`config.mk`:
```
export PLATFORM = sky130hd
export DESIGN_NAME = hatch_stage_ctrl
export DESIGN_NICKNAME = d
export VERILOG_FILES = /design/src/rtl/hatch_pkg.sv /design/src/rtl/hatch_stage_ctrl_key_pulse.sv /design/src/rtl/hatch_stage_ctrl.sv
export SDC_FILE = /design/constraint.sdc
export NUM_CORES = 1
export LEC_CHECK = 0
export BUFFER_PORTS_ARGS = -buffer_cell sky130_fd_sc_hd__buf_2
export CAP_MARGIN = 30
export CORE_MARGIN = 2
export CORE_UTILIZATION = 40
export DETAILED_ROUTE_END_ITERATION = 8
export HOLD_SLACK_MARGIN = 0.08
export MAX_ROUTING_LAYER = met4
export PLACE_DENSITY_LB_ADDON = 0.1
export SLEW_MARGIN = 15
export SYNTH_ARGS = -nofsm -noshare
export SYNTH_HDL_FRONTEND = slang
export SYNTH_HIERARCHICAL = 1
export SYNTH_SLANG_ARGS = --single-unit
```
`constraint.sdc`:
```
create_clock -name clk -period 3.72 [get_ports clk]
set_clock_uncertainty 0.2 [all_clocks]
set_input_delay 0.372 -clock clk [delete_from_list [all_inputs] [get_ports clk]]
set_output_delay 0.372 -clock clk [all_outputs]
set_load 0.005 [all_outputs]
```
`src/rtl/hatch_pkg.sv`:
```
// Shared definitions for the hatch incubator sequencer.
//   - FSM state encoding used by hatch_stage_ctrl.
//   - Stage count and default incubation temperature window.
//   - in_window(): unsigned 8-bit inclusive window compare.
package hatch_pkg;

    localparam logic [1:0] ST_IDLE  = 2'd0;
    localparam logic [1:0] ST_RUN   = 2'd1;
    localparam logic [1:0] ST_PAUSE = 2'd2;
    localparam logic [1:0] ST_DONE  = 2'd3;

    localparam int NUM_STAGES  = 12;
    localparam int TEMP_LO_DEF = 37;
    localparam int TEMP_HI_DEF = 39;

    function automatic logic in_window(input logic [7:0] t,
                                       input logic [7:0] lo,
                                       input logic [7:0] hi);
        return (t >= lo) && (t <= hi);
    endfunction

endpackage

```
`src/rtl/hatch_stage_ctrl_key_pulse.sv`:
```
// Panel key conditioner: 2-flop synchronizer, level debounce and a single
// 1-cycle pulse on each accepted press. Reusable for any panel key.
// Ports:
//   clk    in  system clock
//   rst    in  asynchronous active-low reset
//   key    in  raw push-button, active-high, asynchronous to clk
//   press  out 1-cycle pulse when a debounced 0->1 transition is accepted
module key_pulse #(
    parameter int DEB_CYC = 20
) (
    input  logic clk,
    input  logic rst,
    input  logic key,
    output logic press
);
    import hatch_pkg::*;

    localparam int CW = $clog2(DEB_CYC + 1);

    logic          key_p0;
    logic          key_p1;
    logic          key_lvl;
    logic [CW-1:0] deb_cnt;

    always_ff @(posedge clk or negedge rst) begin
        if (!rst) begin
            key_p0  <= 1'b0;
            key_p1  <= 1'b0;
            key_lvl <= 1'b0;
            deb_cnt <= '0;
            press   <= 1'b0;
        end else begin
            key_p0 <= key;
            key_p1 <= key_p0;
            press  <= 1'b0;
            // Count consecutive cycles where the synchronized key differs
            // from the accepted level; any agreeing sample restarts the run.
            if (key_p1 != key_lvl) begin
                if (deb_cnt == CW'(DEB_CYC - 1)) begin
                    key_lvl <= key_p1;
                    deb_cnt <= '0;
                    press   <= key_p1;
                end else begin
                    deb_cnt <= deb_cnt + 1'b1;
                end
            end else begin
                deb_cnt <= '0;
            end
        end
    end

endmodule

```
`src/rtl/hatch_stage_ctrl.sv`:
```
// Egg-incubation sequencer feeding the dot-matrix display stage.
// Steps a stage index through the hatch timeline on a start/stop key and
// freezes progress while the incubator temperature is out of window.
// Ports:
//   clk        in   system clock (1 kHz)
//   rst        in   asynchronous active-low reset
//   key_start  in   raw start/stop push-button, active-high
//   temp_c     in   incubator temperature, unsigned degC
//   num        out  current stage index 0..LAST_STAGE
//   st         out  display enable, high in RUN, PAUSE and DONE
//   temp       out  filtered temperature fault (1 = out of window)
//   done       out  high while in DONE
module hatch_stage_ctrl
    import hatch_pkg::*;
#(
    parameter int TICKS_PER_STAGE = 3000,
    parameter int LAST_STAGE      = NUM_STAGES - 1,
    parameter int TEMP_LO         = TEMP_LO_DEF,
    parameter int TEMP_HI         = TEMP_HI_DEF,
    parameter int FILT_CYC        = 16,
    parameter int DEB_CYC         = 20
) (
    input  logic       clk,
    input  logic       rst,
    input  logic       key_start,
    input  logic [7:0] temp_c,
    output logic [3:0] num,
    output logic       st,
    output logic       temp,
    output logic       done
);

    localparam int TW = $clog2(TICKS_PER_STAGE);
    localparam int FW = $clog2(FILT_CYC + 1);

    logic          press;
    logic          inwin;
    logic [FW-1:0] filt_cnt;
    logic [1:0]    state;
    logic [1:0]    state_nx;
    logic [TW-1:0] timer;
    logic [TW-1:0] timer_nx;
    logic [3:0]    num_nx;

    key_pulse #(
        .DEB_CYC (DEB_CYC)
    ) u_key_start (
        .clk   (clk),
        .rst   (rst),
        .key   (key_start),
        .press (press)
    );

    assign inwin = in_window(temp_c, 8'(TEMP_LO), 8'(TEMP_HI));

    // Temperature fault filter: a sample disagreeing with the current flag
    // (out of window while temp=0, in window while temp=1) extends the run;
    // an agreeing sample restarts it.
    always_ff @(posedge clk or negedge rst) begin
        if (!rst) begin
            temp     <= 1'b0;
            filt_cnt <= '0;
        end else if (inwin == temp) begin
            if (filt_cnt == FW'(FILT_CYC - 1)) begin
                temp     <= ~temp;
                filt_cnt <= '0;
            end else begin
                filt_cnt <= filt_cnt + 1'b1;
            end
        end else begin
            filt_cnt <= '0;
        end
    end

    // Next-state logic. press is checked first in every state so that an
    // abort wins over a same-cycle rollover or temperature change.
    always_comb begin
        state_nx = state;
        timer_nx = timer;
        num_nx   = num;
        case (state)
            ST_IDLE: begin
                timer_nx = '0;
                num_nx   = '0;
                if (press) state_nx = temp ? ST_PAUSE : ST_RUN;
            end
            ST_RUN: begin
                if (press) begin
                    state_nx = ST_IDLE;
                    timer_nx = '0;
                    num_nx   = '0;
                end else if (timer == TW'(TICKS_PER_STAGE - 1)) begin
                    // Stage advances even if a fault arrives this cycle;
                    // the pause then starts from the new stage.
                    timer_nx = '0;
                    num_nx   = num + 4'd1;
                    if (num_nx == 4'(LAST_STAGE)) state_nx = ST_DONE;
                    else if (temp)                state_nx = ST_PAUSE;
                end else if (temp) begin
                    state_nx = ST_PAUSE;
                end else begin
                    timer_nx = timer + 1'b1;
                end
            end
            ST_PAUSE: begin
                if (press) begin
                    state_nx = ST_IDLE;
                    timer_nx = '0;
                    num_nx   = '0;
                end else if (!temp) begin
                    state_nx = ST_RUN;
                end
            end
            ST_DONE: begin
                timer_nx = '0;
                num_nx   = 4'(LAST_STAGE);
                if (press) begin
                    state_nx = ST_IDLE;
                    num_nx   = '0;
                end
            end
            default: begin
                state_nx = ST_IDLE;
                timer_nx = '0;
                num_nx   = '0;
            end
        endcase
    end

    always_ff @(posedge clk or negedge rst) begin
        if (!rst) begin
            state <= ST_IDLE;
            timer <= '0;
            num   <= '0;
            st    <= 1'b0;
            done  <= 1'b0;
        end else begin
            state <= state_nx;
            timer <= timer_nx;
            num   <= num_nx;
            st    <= (state_nx != ST_IDLE);
            done  <= (state_nx == ST_DONE);
        end
    end

endmodule

```
Word-level counts from Yosys, hierarchy flattened
Index checks and enable logic that the tools add are counted.
W data, S select, Z words.
{"block": "op_classes", "addsub": 4, "magnitude_cmp": 2, "n_eq_ne": 13, "muxes": 26, "n_bitwise": 1, "reduce_logical": 8}
{"operator": "$mux W12", "count": 4}
{"operator": "$pmux W12 S3", "count": 1}
{"operator": "$mux W5", "count": 4}
{"operator": "$mux W2", "count": 9}
{"operator": "$mux W4", "count": 4}
{"operator": "$pmux W4 S4", "count": 1}
{"operator": "$add A12 B1 Y12 const B", "count": 1}
{"operator": "$eq A12 B12 Y1 const B", "count": 1}
{"operator": "$add A5 B1 Y5 const B", "count": 2}
{"operator": "$ge A8 B6 Y1 const B", "count": 1}
{"operator": "$le A8 B6 Y1 const B", "count": 1}
{"operator": "$pmux W2 S4", "count": 1}
{"operator": "$reduce_and A2 Y1", "count": 4}
{"operator": "$eq A2 B2 Y1 const B", "count": 3}
{"operator": "$eq A5 B4 Y1 const B", "count": 1}
{"operator": "$eq A5 B5 Y1 const B", "count": 1}
{"operator": "$add A4 B1 Y4 const B", "count": 1}
{"operator": "$eq A4 B4 Y1 const B", "count": 1}
{"operator": "$ne A4 B3 Y1 const B", "count": 1}
{"operator": "$ne A3 B2 Y1 const B", "count": 1}
{"operator": "$eq A2 B1 Y1 const B", "count": 1}
{"operator": "$logic_not A2 Y1", "count": 1}
{"operator": "$mux W1", "count": 2}
{"operator": "$ne A2 B1 Y1 const B", "count": 1}
{"operator": "6 further kinds", "count": 6}
{"block": "word_totals", "register_bits": 35, "input_bits": 11, "wordCells": 66}

Longest topological paths before layout
Gate-level depths: netlist (run 1).
{"block": "depth", "ltp_word": 7, "depth_mapped": 7}

Modules after synthesis
Netlist (run 1), hierarchy kept.
{"module": "hatch_stage_ctrl", "n_inst": 1, "cells_per_inst": 163, "area_each_um2": 1514.0, "seq_area_each_um2": 650.6}
{"module": "key_pulse", "n_inst": 1, "cells_per_inst": 29, "area_each_um2": 386.6, "seq_area_each_um2": 225.2}

Worst setup path before layout (run 1)
Ideal clock, no wire load.
{"block": "synth_timing", "path_type": "reg-to-reg", "start": "register timer[0]", "end": "register timer[5]", "setup_time_ns": 0.079, "arrival_ns": 1.710, "required_time_ns": 3.441, "path_slack_ns": 1.730, "path_stages_with_launch": 7, "path_buffers": 1, "synth_period_minus_slack_ns": 1.990, "cell_sequence": "dfrtp_1 ha_1 and4_1 buf_2 a311oi_1 o211ai_1 mux2i_1"}
{"block": "synth_between", "elab_chain_cells": 5}
{"element": "start, declared", "line_no": "hatch_stage_ctrl.sv:41", "text": "logic [TW-1:0] timer;"}
{"element": "start signal, assigned", "line_no": "hatch_stage_ctrl.sv:139", "text": "timer <= timer_nx;"}
{"element": "$add A12 B1 Y12", "line_no": "hatch_stage_ctrl.sv:102", "text": "timer_nx = timer + 1'b1;"}
{"element": "$mux W12", "line_no": "hatch_stage_ctrl.sv:99", "text": "end else if (temp) begin"}
{"element": "$mux W12", "line_no": "hatch_stage_ctrl.sv:92", "text": "end else if (timer == TW'(TICKS_PER_STAGE - 1)) begin"}
{"element": "$mux W12", "line_no": "hatch_stage_ctrl.sv:88", "text": "if (press) begin"}
{"element": "$pmux W12 S3", "line_no": "hatch_stage_ctrl.sv:81", "text": "case (state)"}
Parallel ways exist; a longest one is shown, timed or not. The select of a mux whose other input is x is not followed.
A chain may end at the register's enable or synchronous reset.

Final worst setup path (run 1)
{"block": "layout_timing", "start": "register timer[0]", "end": "register timer[6]"}
The elaborated chain is that of the path after synthesis.

==> results of run 1 <==
## critical path, stage by stage (launching register included)
cell and delay, ns:
dfrtp_1 0.41, ha_1 0.25, and4_1 0.26, a311oi_1 0.61
o21ai_2 0.17, a21oi_1 0.15
## layer usage
layer	up-vias	global-route usage, %
met1	729	22.1
met3	6	4.83
met4	0	7.00
met2	45	26.4
li1	742	-
met5	-	-
## state kept, by name (all words and copies together) (netlist names)
signal               cells
u_key_start/press        1
filt_cnt                 5
num                      4
u_key_start/key_p0       1
u_key_start/key_p1       1
timer                   12
u_key_start/key_lvl      1
u_key_start/deb_cnt      5
done                     1
temp                     1
st                       1
state                    2
## synth_stat cells (all sizes together), types with 2 or more instances
library cell / n / share of area, %
a21oi: 9 / 2.4
a31oi: 7 / 3.0
and3: 2 / 0.66
buf: 3 / 0.79
clkbuf: 3 / 0.59
dfrtp: 35 / 46
ha: 5 / 3.3
inv: 14 / 2.8
mux2i: 2 / 1.1
nand2: 9 / 1.8
nand2b: 4 / 1.7
nand3: 11 / 2.9
nand3b: 3 / 1.2
nand4: 5 / 1.6
nand4b: 2 / 0.92
nor2: 12 / 2.4
nor3: 7 / 2.4
nor4: 2 / 0.99
nor4b: 2 / 2.0
o211ai: 7 / 2.8
o21ai: 17 / 4.7
o22ai: 2 / 0.66
or3: 3 / 0.99
xnor2: 5 / 2.3
xor2: 3 / 1.4
## repair_timing
item,CTS,global route
hold buffers,2,0
setup buffers,0,0
endpoints found under the hold margin,36,0
## cell type report
class                      instances  area [um2]  share of cell area (%)
sequential                        35         876                    40.1
multi-input combinational        137         946                    43.3
clock buffer                       5        68.8                    3.15
clock inverter                     3        67.6                    3.09
inverter                          14        52.6                    2.41
timing repair buffer              19         105                    4.81
tap                               54        67.6                    3.09
## path summary, 6_finish.rpt
path                               startpoint  depth (start not counted)  slack (ns)                     end
max in group asynchronous                 rst                          2        2.32                  num[3]
max                                  timer[0]                          5        1.58                timer[6]
min reg2reg                u_key_start/key_p0                          0        0.16      u_key_start/key_p1
min in group asynchronous                 rst                          2        0.51  u_key_start/deb_cnt[3]
min                        u_key_start/key_p0                          0        0.16      u_key_start/key_p1
max reg2reg                          timer[0]                          5        1.58                timer[6]
## power by group
part           total (mW)  leakage, nW  internal, mW  switching (mW)
Combinational      0.0220        0.315       0.00932          0.0126
Sequential          0.388        0.477         0.384         0.00360
Clock               0.412       0.0644         0.267           0.145
Total               0.822        0.856         0.661           0.161
## logic make-up after synthesis
group           synth area share (%)
mux                             1.84
fa+ha+maj                       3.29
compound gates                  16.3
xor+xnor                        3.69
flops                           46.1
buf+inv                         4.15
simple gates                    24.6
## placed cells by master (no fill, tap or decap), types with 2 or more instances in the layout
master and n:
nand4_1 5, ha_1 5, nor2_1 12, clkbuf_8 5, o211ai_1 7, mux2i_1 2, or3_1 3, buf_2 17
inv_1 14, nor3_1 6, and3_1 2, nand3b_1 3, bufinv_16 2, dlygate4sd3_1 2, a31oi_1 5, nand3_1 11
nand2b_1 3, nand4b_1 2, a21oi_1 9, xor2_1 3, o22ai_1 2, o21ai_0 16, xnor2_1 5, dfrtp_1 35
a31oi_2 2, nand2_1 9
## per-stage QoR
| step | hold WS (ns) | std cells |
|---|---|---|
| after floorplan | -0.124 | 192 |
| after global placement | 0.140 | 257 |
| after detailed placement | 0.143 | 257 |
| after CTS | 0.161 | 267 |
| after global routing | 0.165 | 267 |
| final | 0.158 | 267 |
==> run metrics, run 1 <==
max_slew headroom a little under half; register clock-pin slew on the reported worst setup and hold paths ~0.070 ns; crit path DAT 2.16 ns; vias in the first global route 1472; htree depth 2; Worst setup EP type flip-flop; Core Footprint 4660 um2; syn avg cell area 9.90 um2; DIE AREA 5320 um2; Worst Path Max Fanout 6; chip height ~73 um; Routed Antenna Nets 0; Detailed Route WL 3900 um; Max Cap Violations 0; fin. max-slew vios 0; Clock Tree Root clkbuf_8; Iter 0 DRT Violations 69; num ports 18; FP Rows 25; Highest Signal Layer met4; # port buffers 17; final instance area between 2000 and 2500 um2; Hold Vio Cnt, Final 0; clock period minus worst slack 2.14 ns; Worst EP required ~3.7 ns; final setup fails 0; Setup CP Type reg -> reg; Max VDD drop 0.216 mV; Slew @ Worst Pin 0.796 ns; post-place setup slack 1.58 ns; met2 WL 1880 um; HPWL reported at the end of detailed placement roughly 2700 um; Synth Flop Type dfrtp_1; Yosys reg bits 35; cts bufs inserted 5; layout cells sized above 1 17.8%; Layout Utilization a little under half; worst min-delay path category reg -> reg; Total GRT Usage between 10% and 20%; pin count of the biggest net entering global routing 36; RSZ-0062 raised after global routing false; Filler Cell Count 430; status complete, no violations; GR Overflow Total 0; Synth Cell Area 1900 um2; clk sink count 35; Async SR Flop Fraction 100%; # diodes 0; critical path startpoint category flip-flop; YS warnings 6; post-cts repair resize count 0; area post-placement 2030 um2; First-pass DRT Iterations 5; sequential share of the synthesized area between 40% and 50%; met3 WL between 200 and 250 um; setup ws final 1.58 ns; CTS tree done; Pleak 0.856 nW; wire length per cell 14.6 um; Yosys cell types between 40 and 50; Via Count 1522; EDFF count, synth 0; gpl congestion 0.880; Skew-Pair Late Insertion Delay 0.29 ns; Max Freq 0.467 GHz; final net count 228; Pwr per Cell Area 376 nW/um2; Initial Util 40.8%; Synth Net Count about 210; Syn Inst Count 192; first-pass GRT wire length ~6900 um; clk buf depth 2; vias per cell ~5.7; Final Cycle Share between 50% and 60%; area delta synth->final 14.9%; initial antenna violation count 0; final total power ~0.82 mW; DRC errors left 0; setup TNS 0 ns; met1 WL approximately 1700 um; die width 72.9 um
Note: power is estimated with default switching activity, not from simulation.
==> run 2, diff against run 1 <==
Clock period 3.72 ns to 1.8 ns, I/O delays scaled along.
==> run 2 against run 1 <==
  * The flow now finishes with violations (negative setup slack)
  * Global-route usage grew 1.1 points
  * Worst hold slack lost 0.00090 ns
  * Critical path depth is the same
  * Sequential share of layout area shrank 4.4 points
  * First-iteration DRC count shrank 17%
  * Via count grew 7.2%
  * Critical path type unchanged
  * Largest cell class unchanged
==> run metrics, run 2 (synthesized netlist as in run 1, its figures left out) <==
status complete, but fails checks; failing checks negative setup slack; initial antenna violation count 0 (unchanged); Routed Antenna Nets 0 (unchanged); register clock-pin slew on the reported worst setup and hold paths 0.07 ns (about the same); layout cells sized above 1 30.5% (+13 points); DRC errors left 0 (unchanged); Iter 0 DRT Violations 57 (-17%); num ports 18 (unchanged); # diodes 0 (unchanged); final instance area 2450 um2 (+12%); Max Freq 0.543 GHz (+16%); first-pass GRT wire length 7170 um (+4.3%); Worst EP required 1.81 ns (-1.92 ns); Worst setup EP type flip-flop; Worst Hold Launch u_key_start/key_p0; Skew-Pair Late Insertion Delay 0.29 ns (about the same); FF-to-FF Start timer[3]; Via Count 1632 (+7.2%); FP Rows 25 (unchanged); max_slew headroom 70.3% (+23 points); Clock Tree Root clkbuf_8; First-pass DRT Iterations 4 (-1); biggest regs timer: 12 flops, filt_cnt: 5 flops, u_key_start/deb_cnt: 5 flops; clock period minus worst slack 1.84 ns (-0.301 ns); Max VDD drop 0.468 mV (+120%); Max Cap Violations 0 (unchanged); max reg flops 12 (unchanged); Core Footprint 4660 um2 (unchanged); fin. max-slew vios 0 (unchanged); # port buffers 17 (unchanged); area delta synth->final 29.0%; vias per cell 5.49 (-3.6%); crit path launch timer[3]; critical path startpoint category flip-flop; chain of cells forming the critical path nor4b_4, buf_4, a31oi_4, nor4b_2, mux2i_1; clk sink count 35 (unchanged); Pwr per Cell Area 599 nW/um2 (+59%); vias in the first global route 1524 (+3.5%); Pleak 0.998 nW (+17%); DIE AREA 5320 um2 (unchanged); chip height 72.9 um (unchanged); CP max stage cell dfrtp_1; worst min-delay path category reg -> reg; Post-Place Cells 281 (+9.3%); Worst Path Max Fanout 7 (+1); HPWL reported at the end of detailed placement 3120 um (+14%); wire length per cell 14.7 um (+0.96%); pin count of the biggest net entering global routing 36 (unchanged); final total power 1.47 mW (+79%); final net count 258 (+13%); most common cell after layout, fill and taps aside dfrtp_1; die width 72.9 um (unchanged); RSZ-0062 raised after global routing true; setup TNS -0.0549 ns (-0.0549 ns); clk buf depth 2 (unchanged); most flop-heavy register timer; GR Overflow Total 0 (unchanged); final setup fails 4 (+4); Final Cycle Share 102% (+45 points); fin cells 297 (+11%); gpl congestion 0.853 (-3.1%); CTS tree done; cts bufs inserted 5 (unchanged); CP peak stage delay 0.41 ns (-0.20 ns); area post-placement 2220 um2 (+9.3%); commonest non-fill, non-tap cells in the layout 35 x dfrtp_1, 27 x buf_4, 17 x buf_2; Total GRT Usage 18.5% (+1.1 points); setup ws final -0.0403 ns (-1.62 ns); htree depth 2 (unchanged); Hold Vio Cnt, Final 0 (unchanged); Initial Util 40.8% (unchanged); crit path DAT 1.85 ns (-0.31 ns); Setup CP Type reg -> reg; Slew @ Worst Pin 0.446 ns (-0.350 ns); Detailed Route WL 4380 um (+12%)
==> run 2: changes by cell type in the layout (fill, tap and decap cells not counted), sizes merged <==
cell / previous run / this run
clkinv: 0 / 1
buf: 17 / 45
bufinv: 2 / 0
clkbuf: 5 / 6
dlygate4sd3: 2 / 4
==> run 2: worst paths after layout <==
kind,end,slack (ns),depth (start not counted)
max in group asynchronous,num[1],0.83,3
worst min-delay path,u_key_start/key_p1,0.16,0
worst max register to register,timer[5],-0.04,5
worst max-delay path,timer[5],-0.04,5
min in group asynchronous,timer[9],0.26,3
worst min register to register,u_key_start/key_p1,0.16,0
==> run 2: critical path, delay by kind of cell, from the launching register on <==
family          cells  cell delay (ns)
compound gates      1             0.12
buf+inv             1             0.17
simple gates        2             0.63
mux                 1             0.23
flops               1             0.41
==> run 2: cell type report <==
type                    instances  area, um2
clock buffers                   6       82.6
clock inverters                 2       16.3
fillers                       423       2210
inverters                      14       52.6
multi-input cells             137       1020
flip-flops and latches         35        876
well taps                      54       67.6
repair buffers                 49        339
==> run 2: stage by stage <==
| stage | hold slack (ns) | utilization [%] | setup WS [ns] |
|---|---|---|---|
| finish | 0.157 | 52.6 | -0.0403 |
| global route | 0.162 | 52.6 | -0.0886 |
| CTS | 0.158 | 50.9 | -0.0292 |
| detailed placement | 0.0475 | 47.5 | -0.105 |
| global placement | 0.0393 | 47.5 | -0.0224 |
| floorplan | -0.316 | - | -0.0674 |
==> run 2: repair_timing <==
action | in CTS | in global routing
pin swaps | 1 | 6
setup endpoints to repair | 15 | 18
gates cloned | 0 | 0
endpoints found under the hold margin | 37 | 0
hold buffers | 4 | 0
setup buffers | 1 | 3
resized for setup | 4 | 8
==> run 2: power by group <==
group / leakage [nW] / internal (mW) / total (mW) / switching (mW)
logic: 0.474 / 0.0227 / 0.0501 / 0.0275
clock network: 0.0474 / 0.312 / 0.617 / 0.305
registers: 0.477 / 0.794 / 0.801 / 0.00739
total: 0.998 / 1.13 / 1.47 / 0.340
==> run 2: layer usage <==
metal | share of wire [%] | global-route usage (%) | routed length, um | up-vias
met4 | 2.6 | 10.1 | 115 | 0
met1 | 46 | 22.3 | 2010 | 782
met2 | 48 | 28.8 | 2110 | 38
li1 | - | - | - | 801
met3 | 3.4 | 4.01 | 147 | 11
met5 | 0 | - | 0 | -
==> run 3, diff against run 2 <==
Settings changed: BUFFER_PORTS_ARGS -buffer_cell sky130_fd_sc_hd__buf_2 to not set, DONT_BUFFER_PORTS set to 1, SETUP_SLACK_MARGIN set to 0.1.
==> run 3 against run 2 <==
  * The flow still finishes with violations (negative setup slack)
  * Final cell count down 2.4%
  * Setup slack better by 0.027 ns
  * Global-route usage down 0.13 points
  * Non-clock buffer count down 7
  * Maximum frequency up 1.5%
  * Wire length up 3.8%
  * Critical path type unchanged
  * Largest cell class unchanged
==> run metrics, run 3 (synthesized netlist as in run 1, its figures left out) <==
HPWL reported at the end of detailed placement 2960 um (-5.1%); Highest Signal Layer met4; First-pass DRT Iterations 4 (unchanged); Iter 0 DRT Violations 95 (+67%); first-pass GRT wire length 7220 um (+0.67%); htree depth 2 (unchanged); Max Freq 0.551 GHz (+1.5%); FP Rows 25 (unchanged); # diodes 0 (unchanged); Setup CP Type reg -> reg; critical path startpoint category flip-flop; commonest non-fill, non-tap cells in the layout 35 x dfrtp_1, 35 x buf_4, 14 x inv_1; Clock Tree Root clkbuf_8; clk sink count 35 (unchanged); area delta synth->final 32.5%; sequential share of power 51.5% (-3.1 points); Hold Vio Cnt, Final 0 (unchanged); clock power share 45.7% (+3.7 points); Pwr per Cell Area 618 nW/um2 (+3.1%); clock period minus worst slack 1.81 ns (-0.0268 ns); Routed Antenna Nets 0 (unchanged); vias in the first global route 1577 (+3.5%); final setup fails 3 (-1); register clock-pin slew on the reported worst setup and hold paths 0.08 ns (about the same); pin count of the biggest net entering global routing 36 (unchanged); Post-Place Cells 268 (-4.6%); Internal 1.22 mW (+8.5%); DIE AREA 5320 um2 (unchanged); Via Count 1633 (+0.061%); setup ws final -0.0135 ns (+0.0268 ns); cts bufs inserted 5 (unchanged); Pleak 1.00 nW (+0.19%); failing checks negative setup slack; die width 72.9 um (unchanged); net switching power 0.330 mW (-2.8%); CTS tree done; status complete, but fails checks; GR Overflow Total 0 (unchanged); met3 WL 167 um (+14%); Skew-Pair Late Insertion Delay 0.29 ns (about the same); initial antenna violation count 0 (unchanged); met1 WL 1910 um (-5.0%); hold_ws 0.123 ns (-0.0338 ns); final total power 1.55 mW (+5.9%); max reg flops 12 (unchanged); crit path DAT 1.82 ns (-0.03 ns); Combinational Power Share 2.8% (-0.6 points); Max VDD drop 0.374 mV (-20%); clk buf depth 2 (unchanged); most flop-heavy register timer; Layout Utilization 54.0% (+1.4 points); DRC errors left 0 (unchanged); fin. max-slew vios 0 (unchanged); met2 WL 2380 um (+13%); fin cells 290 (-2.4%); Max Cap Violations 0 (unchanged); chip height 72.9 um (unchanged); Worst EP required 1.81 ns (about the same); # port buffers 0 (-17); max_slew headroom 62.1% (-8.2 points); Initial Util 40.8% (unchanged); final net count 251 (-2.7%); worst min-delay path category in -> reg; Core Footprint 4660 um2 (unchanged); gpl congestion 0.898 (+5.2%); Filler Cell Count 409 (-3.3%); Detailed Route WL 4550 um (+3.8%); Final Cycle Share 101% (-1.5 points); vias per cell 5.63 (+2.5%); Slew @ Worst Pin 0.566 ns (+0.120 ns); Total GRT Usage 18.3% (-0.13 points); num ports 18 (unchanged); sw frac 21.2% (-1.9 points); Worst setup EP type flip-flop; RSZ-0062 raised after global routing true; layout cells sized above 1 32.2% (+1.8 points); biggest regs timer: 12 flops, filt_cnt: 5 flops, u_key_start/deb_cnt: 5 flops; wire length per cell 15.7 um (+6.3%); Worst Path Max Fanout 6 (-1)
run 3: per-layer routing:
layer  GRT usage [%]  vias to the layer above
li1                -                      787
met1            21.9                      803
met2            30.0                       34
met3            4.56                        9
met4            7.00                        0
met5               -                        -
run 3: layout make-up:
type | count | area [um2] | share of cell area (%)
multi-input combinational | 137 | 1060 | 42.2
sequential | 35 | 876 | 34.8
timing repair buffer | 42 | 345 | 13.7
clock buffer | 5 | 68.8 | 2.73
tap | 54 | 67.6 | 2.68
inverter | 14 | 52.6 | 2.09
clock inverter | 3 | 43.8 | 1.74
run 3: per-stage QoR:
step                setup slack [ns]  setup TNS, ns  instance area [um2]
floorplan                    -0.0482         -0.120                 1920
global placement              -0.114         -0.876                 2160
detailed placement           -0.0881         -0.814                 2160
CTS                          -0.0531         -0.390                 2390
global route                  -0.102         -0.954                 2520
finish                       -0.0135        -0.0194                 2520
run 3: power groups by stage:
stage | clock network [mW] | registers (mW) | logic (mW)
after floorplan | 0 | 0.815 | 0.0148
after global placement | 0 | 0.816 | 0.0171
after detailed placement | 0 | 0.816 | 0.0180
after CTS | 0.726 | 0.801 | 0.0456
after global routing | 0.760 | 0.802 | 0.0494
final | 0.710 | 0.801 | 0.0436
run 3: worst paths after layout:
check / start / to / slack [ns] / cells past startpoint
worst max-delay path: state[1] / timer[9] / -0.01 / 5
worst min-delay path: temp_c[7] / filt_cnt[1] / 0.12 / 4
worst max register to register: state[1] / timer[9] / -0.01 / 5
worst min register to register: u_key_start/key_p0 / u_key_start/key_p1 / 0.16 / 0
max in group asynchronous: rst / u_key_start/deb_cnt[0] / 1.07 / 2
min in group asynchronous: rst / num[3] / 0.16 / 2
run 3: timing repair:
action	CTS	global route
pin swaps	7	10
endpoints found under the hold margin	37	0
gates resized for setup	15	11
setup endpoints to repair	19	19
buffers inserted	1	8
hold buffers	5	0
run 3: worst max-delay path, cell delays in order, from the launching register on:
cell     delay (ns)
dfrtp_1        0.37
buf_6          0.13
inv_1          0.10
nor3_2         0.52
nor2_1         0.19
a31oi_1        0.22
